## src/rtl/skinny_sbox_seq_ctrl.sv

```systemverilog
// skinny_sbox_seq_ctrl: phase scheduler for the iterative masked SKINNY S-box with randomness-starvation abort
module skinny_sbox_seq_ctrl #(
  parameter bit STARVE_ABORT = 1'b1
) (
  input  logic        clk,
  input  logic        rst_n,
  input  logic        in_valid,
  output logic        in_ready,
  input  logic        rnd_valid,
  output logic        rnd_req,
  output logic        out_valid,
  output logic        busy,
  output logic        err,
  input  logic        err_clr,
  output logic        en2,
  output logic        en3,
  output logic        en4,
  output logic        en5,
  output logic [11:0] ctrl
);
  typedef enum logic [1:0] {IDLE, RUN, ERR} state_t;
  state_t state, state_nx;
  logic [2:0] ph, ph_nx;
  logic run, starve;
  // P0 is the accept cycle itself, so the registered RUN state only ever holds ph 1..6
  always_comb begin
    run = state == RUN;
    in_ready = state == IDLE;
    rnd_req = (in_ready && in_valid) || (run && ph <= 3'd5);
    starve = STARVE_ABORT && rnd_req && !rnd_valid;
    state_nx = starve ? ERR :
               in_ready ? (in_valid ? RUN : IDLE) :
               run ? (ph == 3'd6 ? IDLE : RUN) : IDLE;
    ph_nx = state_nx == RUN ? ph + 3'd1 : 3'd0;
    busy = run;
    out_valid = run && ph == 3'd6;
    en2 = run && ph == 3'd2;
    en3 = run && ph == 3'd3;
    en4 = run && ph == 3'd4;
    en5 = run && ph == 3'd5;
    ctrl = !run ? 12'h000 :
           ph == 3'd1 ? 12'h249 :
           ph == 3'd2 ? 12'h6DB :
           ph == 3'd3 ? 12'h924 :
           ph == 3'd4 ? 12'hB6D :
           ph == 3'd5 ? 12'hFFF :
           ph == 3'd6 ? 12'h492 : 12'h000;
  end
  always_ff @(posedge clk or negedge rst_n) begin
    if (!rst_n) begin
      state <= IDLE;
      ph <= 3'd0;
      err <= 1'b0;
    end else begin
      state <= state_nx;
      ph <= ph_nx;
      err <= starve || (err && !err_clr);
    end
  end
endmodule

```

## config.mk

```make
export PLATFORM = sky130hd
export DESIGN_NAME = skinny_sbox_seq_ctrl
export DESIGN_NICKNAME = d
export VERILOG_FILES = /design/src/rtl/skinny_sbox_seq_ctrl.sv
export SDC_FILE = /design/constraint.sdc
export NUM_CORES = 1
export LEC_CHECK = 0
export CORE_MARGIN = 3
export CORE_UTILIZATION = 34
export CTS_CLUSTER_DIAMETER = 30
export DETAILED_ROUTE_END_ITERATION = 10
export PLACE_DENSITY = 0.83
export SYNTH_ARGS = -nofsm -noshare
export SYNTH_HDL_FRONTEND = slang
export SYNTH_SLANG_ARGS = --single-unit
export TNS_END_PERCENT = 50
```

## constraint.sdc

```tcl
create_clock -name clk -period 1.75 [get_ports clk]
set_input_delay 0.35 -clock clk [delete_from_list [all_inputs] [get_ports clk]]
set_output_delay 0.35 -clock clk [all_outputs]
set_load 0.02 [all_outputs]
```

==> metrics.txt <==
# TYPE chip_impl_metric gauge
chip_impl_metric{name="critical_path.max_fanout",unit=""} 4
chip_impl_info{name="yosys-top-cells-area",value="sky130_fd_sc_hd__dfrtp_1 (30%), sky130_fd_sc_hd__buf_4 (14%), sky130_fd_sc_hd__ha_1 (13%)"} 1
chip_impl_info{name="outcome",value="complete, but fails checks"} 1
chip_impl_info{name="cts_tree",value="done"} 1
chip_impl_metric{name="synthCells",unit=""} 53
chip_impl_metric{name="crit_share_post_route",unit=""} 1.14
chip_impl_metric{name="maxSlewHeadroom",unit=""} 0.760
chip_impl_metric{name="area_delta_synth_final",unit="%"} 81.2
chip_impl_metric{name="fmaxAchievable",unit="MHz"} 500
chip_impl_metric{name="ys_ff_latch",unit=""} 6
chip_impl_metric{name="finalInstanceArea",unit="um^2"} 902
chip_impl_metric{name="detailed_place.area",unit="um^2"} 840
chip_impl_metric{name="sum_of_negative_setup_slack",unit="ps"} -2310
chip_impl_info{name="crit_type",value="register to output pin"} 1
chip_impl_metric{name="layout_setup_ws",unit="ps"} -249
chip_impl_metric{name="aggregate_global_route_resource_usage",unit=""} 0.143
chip_impl_metric{name="grt_pass1_wl",unit="um"} 2000
chip_impl_metric{name="initial_core_util",unit=""} 0.373
chip_impl_metric{name="ioPinCount",unit=""} 26
chip_impl_metric{name="power_density",unit="nW/um^2"} 497
chip_impl_metric{name="antenna_found_initial",unit=""} 0
chip_impl_metric{name="cts_hold_buffers",unit=""} 0
chip_impl_metric{name="die-height",unit="um"} 44.3
chip_impl_info{name="worst_setup_path_start_kind",value="register"} 1
chip_impl_metric{name="routabilityCongestion",unit=""} 0.758
chip_impl_metric{name="routed_wire_length",unit="um"} 1300
chip_impl_info{name="endpoint_kind",value="output pin"} 1
chip_impl_metric{name="std_cell_rows",unit=""} 13
chip_impl_metric{name="maximum_capacitance_violations",unit=""} 0
chip_impl_metric{name="remaining_design_rule_violation_count",unit=""} 0
chip_impl_metric{name="cts.htree.levels",unit=""} 1
chip_impl_info{name="hold_class",value="input port to asynchronous set/reset pin"} 1
chip_impl_metric{name="drtAntennaViolNets",unit=""} 0
chip_impl_metric{name="worstPathRequired",unit="ps"} 1400
chip_impl_metric{name="fin_worst_skew",unit="ps"} 1.15
chip_impl_metric{name="number_of_clock_buffers_inserted_by_tritoncts",unit=""} 3
chip_impl_metric{name="drt_first_pass_iters",unit=""} 3
chip_impl_info{name="setup_repair_after_global_routing_missed_its_margin",value="yes"} 1
chip_impl_metric{name="design.die.area",unit="um^2"} 1960
chip_impl_metric{name="num-fill-cells",unit=""} 106
chip_impl_metric{name="synth.yosys.warnings",unit=""} 0
chip_impl_metric{name="hold_ws",unit="ps"} 341
chip_impl_metric{name="synth_area",unit="um^2"} 498
chip_impl_metric{name="synth_top_area_frac",unit=""} 0.302
chip_impl_metric{name="num-nets-final",unit=""} 100
chip_impl_metric{name="hold_violations",unit=""} 0
chip_impl_info{name="failed_checks",value="setup timing"} 1
chip_impl_metric{name="ir_worst_vdd",unit="mV"} 0.353
chip_impl_info{name="synth_top_cell_by_area",value="sky130_fd_sc_hd__dfrtp_1"} 1
chip_impl_metric{name="post_synth.cell_area_avg",unit="um^2"} 9.40
chip_impl_metric{name="cellLeakagePower",unit="nW"} 0.437
chip_impl_info{name="final_cell_mix",value="sky130_fd_sc_hd__buf_4 (21), sky130_fd_sc_hd__buf_6 (7), sky130_fd_sc_hd__buf_2 (7), sky130_fd_sc_hd__dfrtp_1 (5), sky130_fd_sc_hd__clkdlybuf4s50_1 (5)"} 1
chip_impl_metric{name="ys_types",unit=""} 21
chip_impl_metric{name="floorplan.die.width",unit="um"} 44.3
chip_impl_info{name="mostFrequentLayoutCell",value="sky130_fd_sc_hd__buf_4"} 1
chip_impl_metric{name="avgRoutedWirePerCell",unit="um"} 12.6
chip_impl_metric{name="pre_cts_ws",unit="ps"} -550
chip_impl_metric{name="layout-drive-gt1-share",unit=""} 0.705
chip_impl_metric{name="report.final.slew_viol_count",unit=""} 0
chip_impl_metric{name="yosysSeqAreaShare",unit=""} 0.302
chip_impl_metric{name="clk_latency",unit="ps"} 240
chip_impl_metric{name="clkTransAtPathRegs",unit="ps"} 40
chip_impl_metric{name="syn-num-nets",unit=""} 63
chip_impl_metric{name="via_per_inst",unit=""} 4.84
chip_impl_metric{name="vias_in_the_first_global_route",unit=""} 495
chip_impl_metric{name="grt.overflow.total",unit=""} 0
chip_impl_metric{name="cts_num_sinks",unit=""} 6
chip_impl_metric{name="grt_max_degree",unit=""} 7
chip_impl_metric{name="via_total_after_detailed_routing",unit=""} 499
chip_impl_metric{name="buffer_ports.inserted",unit=""} 25
chip_impl_metric{name="tightest_slew",unit="ps"} 360
chip_impl_metric{name="antennaDiodeCount",unit=""} 0
chip_impl_metric{name="design.core.area",unit="um^2"} 1330
chip_impl_metric{name="multi_input_comb_area",unit="um^2"} 354
chip_impl_metric{name="number_of_drc_markers_in_iteration_0",unit=""} 1
chip_impl_metric{name="setup_viol",unit=""} 14
chip_impl_metric{name="seqCellArea",unit="um^2"} 151
chip_impl_metric{name="cts-root-to-sink-buffers",unit=""} 2
chip_impl_metric{name="layout_min_cycle_time",unit="ps"} 2000
chip_impl_metric{name="worst-r2r-cell-count",unit=""} 6
chip_impl_metric{name="arrival",unit="ps"} 1650
chip_impl_info{name="cts_root_buf",value="sky130_fd_sc_hd__clkbuf_4"} 1
==> registers in the layout, summed over array words and instances, names as in the netlist <==
name   flops
err        1
ph         3
state      2
==> where the power goes <==
| part | internal (mW) | switching, mW |
|---|---|---|
| logic | 0.0863 | 0.0869 |
| clock network | 0.0770 | 0.0417 |
| registers | 0.149 | 0.00779 |
==> cell type report <==
cell class	instances	share of cell area
Timing Repair Buffer	41	0.366
Multi-Input combinational cell	32	0.393
Tap cell	15	0.0208
Sequential cell	6	0.168
Inverter	6	0.0277
Clock buffer	3	0.0250
==> cell usage after synthesis <==
master / count
sky130_fd_sc_hd__nor3_1: 1
sky130_fd_sc_hd__a21o_1: 1
sky130_fd_sc_hd__inv_1: 5
sky130_fd_sc_hd__ha_1: 5
sky130_fd_sc_hd__nand2b_1: 1
sky130_fd_sc_hd__o21ai_0: 2
sky130_fd_sc_hd__and3_4: 1
sky130_fd_sc_hd__and4b_2: 1
sky130_fd_sc_hd__a2111oi_2: 1
sky130_fd_sc_hd__dfrtp_1: 6
sky130_fd_sc_hd__inv_2: 1
sky130_fd_sc_hd__and3_1: 3
sky130_fd_sc_hd__nor2_1: 7
sky130_fd_sc_hd__nand2_1: 1
sky130_fd_sc_hd__o21ba_2: 1
sky130_fd_sc_hd__and2_1: 2
sky130_fd_sc_hd__a21oi_1: 2
sky130_fd_sc_hd__buf_4: 9
sky130_fd_sc_hd__nor4_4: 1
sky130_fd_sc_hd__o211ai_4: 1
sky130_fd_sc_hd__nand3_1: 1
==> critical path, stage by stage (launching register included) <==
cell                        delay (ps)
sky130_fd_sc_hd__dfrtp_1           420
sky130_fd_sc_hd__ha_2              220
sky130_fd_sc_hd__ha_4              160
sky130_fd_sc_hd__nor2_4             70
sky130_fd_sc_hd__nor2_2             50
sky130_fd_sc_hd__a2111oi_4         280
sky130_fd_sc_hd__buf_4             220
==> worst paths after layout <==
kind / start / slack (ps) / endpoint
hold reg to reg: err$_DFF_PN0_ / 480 / err$_DFF_PN0_
max in group asynchronous: rst_n / 1200 / ph[1]$_DFF_PN0_
min in group clk: err$_DFF_PN0_ / 480 / err$_DFF_PN0_
hold / removal: rst_n / 340 / err$_DFF_PN0_
setup / recovery: ph[0]$_DFF_PN0_ / -250 / ctrl[4]
setup reg to reg: ph[1]$_DFF_PN0_ / 360 / ph[1]$_DFF_PN0_
==> routing by layer <==
layer  track usage  wire (um)
met2         0.288        743
met5             0          0
met1         0.123        445
met3        0.0366         88
met4        0.0783         21
==> metrics by stage <==
step / instances / total power, mW / util
floorplan: 53 / 0.239 / -
global placement: 99 / 0.312 / 0.629
detailed placement: 99 / 0.317 / 0.629
CTS: 103 / 0.453 / 0.652
global route: 103 / 0.479 / 0.676
finish: 103 / 0.449 / 0.676
==> cells by family after synthesis <==
group,share of synthesized area
fa+ha+maj,0.126
simple gates,0.244
buf+inv,0.181
flops,0.301
compound gates,0.148
==> what timing repair did <==
action,4_1_cts,5_1_grt
endpoints found under the setup margin,20,17
buffers inserted,1,0
pin swaps,7,2
gates resized for setup,104,9
cloned,0,0
(Power assumes the default switching activity.)
